===== src/rtl/sort_stream.sv =====
`default_nettype none
// ============================================================================
// Module      : sort_stream
// Description : Frame sorter for a stream of 8 elements. It loads 8 elements
//               serially, sorts them in 8 odd-even transposition phases (one
//               phase per cycle), then drains them serially in sorted order.
// Ports       : clk, rst                   - clock, synchronous active-high reset
//               in_valid/in_ready/in_data  - input stream (LOAD state only)
//               out_valid/out_ready/
//               out_data/out_last          - sorted output stream (DRAIN state)
//               busy                       - high in SORT and DRAIN
// Parameters  : DATA_W  - element width in bits
//               DESCEND - 0 gives ascending order, 1 gives descending order
// Revision    : 1.0 - initial release
// ============================================================================
module sort_stream #(
    parameter int DATA_W  = 8,
    parameter int DESCEND = 0
) (
    input  logic              clk,
    input  logic              rst,
    input  logic              in_valid,
    output logic              in_ready,
    input  logic [DATA_W-1:0] in_data,
    output logic              out_valid,
    input  logic              out_ready,
    output logic [DATA_W-1:0] out_data,
    output logic              out_last,
    output logic              busy
);

    localparam logic [1:0] c_st_load  = 2'd0;
    localparam logic [1:0] c_st_sort  = 2'd1;
    localparam logic [1:0] c_st_drain = 2'd2;
    localparam logic [2:0] c_last_idx = 3'd7;

    logic [1:0]        r_state;
    logic [1:0]        w_next_state;
    logic [2:0]        r_wr_cnt;
    logic [2:0]        r_rd_cnt;
    logic [2:0]        r_phase;
    logic [DATA_W-1:0] r_mem    [0:7];
    logic [DATA_W-1:0] w_even   [0:7];
    logic [DATA_W-1:0] w_odd    [0:7];
    logic [DATA_W-1:0] w_sorted [0:7];

    // True when the lower-slot element must move up: strict comparison so
    // equal elements are never exchanged.
    function automatic logic f_swap(input logic [DATA_W-1:0] a,
                                    input logic [DATA_W-1:0] b);
        if (DESCEND != 0) return (a < b);
        else              return (a > b);
    endfunction

    // Even phase: pairs (0,1) (2,3) (4,5) (6,7).
    for (genvar gi = 0; gi < 4; gi++) begin : g_even
        logic w_sw;
        assign w_sw            = f_swap(r_mem[2*gi], r_mem[2*gi+1]);
        assign w_even[2*gi]    = w_sw ? r_mem[2*gi+1] : r_mem[2*gi];
        assign w_even[2*gi+1]  = w_sw ? r_mem[2*gi]   : r_mem[2*gi+1];
    end

    // Odd phase: pairs (1,2) (3,4) (5,6); the end slots pass through.
    for (genvar gi = 0; gi < 3; gi++) begin : g_odd
        logic w_sw;
        assign w_sw            = f_swap(r_mem[2*gi+1], r_mem[2*gi+2]);
        assign w_odd[2*gi+1]   = w_sw ? r_mem[2*gi+2] : r_mem[2*gi+1];
        assign w_odd[2*gi+2]   = w_sw ? r_mem[2*gi+1] : r_mem[2*gi+2];
    end
    assign w_odd[0] = r_mem[0];
    assign w_odd[7] = r_mem[7];

    always_comb begin
        for (int i = 0; i < 8; i++) begin
            w_sorted[i] = r_phase[0] ? w_odd[i] : w_even[i];
        end
    end

    // State register
    always_ff @(posedge clk) begin
        if (rst) r_state <= c_st_load;
        else     r_state <= w_next_state;
    end

    // Next-state and output decode
    always_comb begin
        w_next_state = r_state;
        in_ready     = 1'b0;
        out_valid    = 1'b0;
        out_data     = '0;
        out_last     = 1'b0;
        busy         = 1'b0;
        case (r_state)
            c_st_load: begin
                in_ready = 1'b1;
                if (in_valid && (r_wr_cnt == c_last_idx)) w_next_state = c_st_sort;
            end
            c_st_sort: begin
                busy = 1'b1;
                if (r_phase == c_last_idx) w_next_state = c_st_drain;
            end
            c_st_drain: begin
                busy      = 1'b1;
                out_valid = 1'b1;
                out_data  = r_mem[r_rd_cnt];
                out_last  = (r_rd_cnt == c_last_idx);
                if (out_ready && (r_rd_cnt == c_last_idx)) w_next_state = c_st_load;
            end
            default: w_next_state = c_st_load;
        endcase
    end

    // Storage and counters. The 3-bit counters wrap from 7 to 0, which
    // leaves each at 0 when its state is left.
    always_ff @(posedge clk) begin
        if (rst) begin
            r_wr_cnt <= '0;
            r_rd_cnt <= '0;
            r_phase  <= '0;
            for (int i = 0; i < 8; i++) r_mem[i] <= '0;
        end else begin
            case (r_state)
                c_st_load: begin
                    r_phase  <= '0;
                    r_rd_cnt <= '0;
                    if (in_valid) begin
                        r_mem[r_wr_cnt] <= in_data;
                        r_wr_cnt        <= r_wr_cnt + 3'd1;
                    end
                end
                c_st_sort: begin
                    for (int i = 0; i < 8; i++) r_mem[i] <= w_sorted[i];
                    r_phase  <= r_phase + 3'd1;
                    r_rd_cnt <= '0;
                end
                c_st_drain: begin
                    r_wr_cnt <= '0;
                    if (out_ready) r_rd_cnt <= r_rd_cnt + 3'd1;
                end
                default: begin
                    r_wr_cnt <= '0;
                    r_rd_cnt <= '0;
                    r_phase  <= '0;
                end
            endcase
        end
    end

endmodule
`default_nettype wire

===== config.mk =====
export PLATFORM = sky130hd
export DESIGN_NAME = sort_stream
export DESIGN_NICKNAME = d
export VERILOG_FILES = /design/src/rtl/sort_stream.sv
export SDC_FILE = /design/constraint.sdc
export NUM_CORES = 1
export LEC_CHECK = 0
export CORE_MARGIN = 5
export CORE_UTILIZATION = 45
export DETAILED_ROUTE_END_ITERATION = 7
export PLACE_DENSITY_LB_ADDON = 0.08
export SETUP_SLACK_MARGIN = 0.05
export SLEW_MARGIN = 20
export SYNTH_ARGS = -nofsm -noshare
export SYNTH_HDL_FRONTEND = slang
export SYNTH_SLANG_ARGS = --single-unit

===== constraint.sdc =====
create_clock -name clk -period 2.84 [get_ports clk]
set_clock_uncertainty 0.05 [all_clocks]
set_input_delay 0.568 -clock clk [delete_from_list [all_inputs] [get_ports clk]]
set_output_delay 0.568 -clock clk [all_outputs]
set_load 0.005 [all_outputs]

==> results.md <==
- Worst setup margin: between 0.1 and 0.15 ns
- Final Setup Violations: 0
- # placed instances: roughly 800
- Total CTS buffers: 9
- Highest clock rate: roughly 0.37 GHz
- Starting DRC count in detailed routing: ~320
- DR DRC count: 0
- Syn Std Cell Area: just over 6000 um^2
- Worst-margin pin slew: 0.819 ns
- Total global-route track usage: 0.220
- Post-Place Setup Slack: -0.0221 ns
- Crit. path cell count: 5
- Post-synth EDFFs: 64
- CTS H-tree depth: 3
- # IOs: 24
- Slowest CP cell: mux4_2
- # rows: 42
- Hold Crit Depth: 2
- GR Overflow Total: 0
- PortBufs: 23
- Crit path max-delay family: buffers and inverters
- Clock Sinks: 78
- Initial antenna violation count: 0
- Vias in the first global route: around 4900
- Final Instance Count excl. Fillers: between 800 and 900
- Drt first pass iters: 5
- Ys flop type: edfxtp_1
- Worst VDD drop: between 0.3 and 0.4 mV
- Vias/cell: approximately 5.8
- Most common cell after layout, fill and taps aside: nand2_1
- Fraction of the cycle the final worst path needs: 0.947
- Largest net degree at the start of global routing: a little under 50
- Shortest period the worst path allows: between 2 and 3 ns
- CTS max path bufs: 2
- Worst Setup End Kind: primary output
- Skew-Pair Late Insertion Delay: about 0.35 ns
- Crit-path cells: buf_4, mux4_2, mux2i_1, nor2b_1, clkdlybuf4s50_1
- Max_cap viols: 0
- Clock root buffer: clkbuf_16
- Pwr dens: roughly 400 nW/um^2
- CTS tree: done
- Worst endpoint required time: 2.22 ns
- Synth Instances: just over 600
- Synth unique cells: 43
- Initial core utilization: 0.460
- Final ANT Viol Nets: 0
- Area delta synth->final: 16.3%
- Fin. max-slew vios: 0
- Leak pwr: about 2.7 nW
- Mean post-synth cell area: 9.99 um^2
- Crit path buf inv count: 2
- Die area: around 16000 um^2
- Arr. time, crit path: about 2.1 ns
- Chip height: 126 um
- YS warnings: 0
- Multi-input gate area: 3490 um^2
- Total wire length: 17.2 mm
- Core area: ~13000 um^2
- Ant. Diodes: 0
- Worst Hold Class: reg2reg
- Register area: 2210 um^2
- Most frequent cells in the layout: nand2_1 (75), o31ai_1 (67), ha_1 (66), edfxtp_1 (64), inv_1 (62)
- Die width: between 100 and 150 um
- Layout cells sized above 1: 0.152
- Final Hold Fails: 0
- Synth async-reset ratio: 0
- DR WL/cell: ~21 um
- Net Count, Synth: around 690
- Critical Path Max Stage Delay: around 0.47 ns
- Vias post-DR: 4876
- First-pass GRT wire length: approximately 27 mm
- GPL Wtd Cong: approximately 0.86
- Hold buffer count at CTS: 0
- Top cell type's share of synthesized area: 0.315
- Placed wire-length estimate: 13.1 mm
- Critical Path Start Type: flop
- CP Max Fanout: 4
- Status: completed
- Area contributors post-synth: edfxtp_1 (32%), ha_1 (14%), mux2i_1 (9.7%)
- # fillers: roughly 1200
- Total power: 2.83 mW
- Clk slew on worst S/H paths: about 0.06 ns
- Worst r2r path cells: 7
- RSZ-0062 raised after global routing: false
- NumNets Final: 737
- Sequential share of the synthesized area: 0.361
- Area leader, netlist: edfxtp_1
- Worst Path Class, Setup: reg2out
- Synthesized flop and latch total: between 70 and 80
- Worst slew margin: 0.450
==> report_power, final <==
group / total (mW) / internal, mW / switching [mW]
registers: 1.35 / 1.29 / 0.0558
clock network: 1.08 / 0.615 / 0.468
logic: 0.405 / 0.174 / 0.231
==> per-layer routing <==
metal | track usage | routed length, um | vias up
met1 | 0.298 | 7930 | 2335
li1 | - | - | 2362
met2 | 0.350 | 7970 | 145
met3 | 0.0357 | 788 | 34
met5 | 0 | 0 | -
met4 | 0.0934 | 550 | 0
==> sequential cells by signal, summed over array words and instances (netlist names), named ones only <==
| signal | cells |
|---|---|
| r_phase | 3 |
| r_state | 2 |
| r_rd_cnt | 3 |
| r_wr_cnt | 3 |
| r_mem | 64 |
==> area by class of cell <==
cell class	instances	share of cell area
clock buffer	14	0.0358
timing repair buffer	77	0.0955
clock inverter	2	0.00141
sequential	78	0.311
tap	176	0.0311
multi-input combinational	431	0.492
inverter	62	0.0328
==> what timing repair did <==
action                                  4_1_cts  5_1_grt
endpoints found under the setup margin       15        1
gates resized for setup                      16        2
hold endpoints to repair                      0        0
buffers inserted                              2        7
==> cell families (layout without fill, tap and decap cells) <==
family / after synthesis / after routing / share of synthesized area
mux: 75 / 75 / 0.156
flops: 78 / 78 / 0.361
simple gates: 161 / 161 / 0.126
buf+inv: 101 / 155 / 0.0731
compound gates: 128 / 128 / 0.147
xor+xnor: 1 / 1 / 0.00144
fa+ha+maj: 66 / 66 / 0.135
==> path summary, 6_finish.rpt <==
path	start	to	slack (ns)
worst max-delay path	r_mem[5][0]	out_data[0]	0.15
worst min-delay path	r_phase[1]	r_phase[1]	0.47
worst max register to register	r_mem[4][1]	r_mem[4][1]	0.34
worst min register to register	r_phase[1]	r_phase[1]	0.47
==> Yosys cell counts, types with 2 or more instances <==
master,n
inv_1,62
o31ai_1,69
nand4_1,10
or3_1,5
nor2_1,30
edfxtp_1,64
clkbuf_1,12
o21ai_0,13
nand3_1,6
mux4_2,16
a211oi_1,7
o21bai_1,2
a311o_1,2
mux2i_1,59
nor2_4,3
nand2_1,75
a22oi_1,4
nand2b_1,4
nor3_1,3
ha_1,66
dfxtp_1,14
buf_4,11
a21oi_1,16
o211ai_1,4
buf_2,14
a21o_1,4
o21a_1,2
o41ai_1,3
nor2b_1,14
nor2_2,3
==> metrics by stage <==
stage	cell area [um^2]	utilization	hold WS, ns	setup TNS (ns)
detailed placement	6700	0.506	0.461	-0.174
floorplan	6100	-	0.436	0
global route	7090	0.535	0.510	0
CTS	7020	0.530	0.476	0
global placement	6690	0.505	0.447	0
finish	7090	0.535	0.474	0
==> worst register-to-register path, cell delays in order (launching register included) <==
cell       delay, ns
edfxtp_1        0.42
inv_1           0.07
ha_1            0.30
nor2b_1         0.14
o31ai_1         0.21
a211oi_1        0.10
a2111oi_0       0.56
o31ai_2         0.34
No activity file was read; power rests on OpenSTA's default activity.
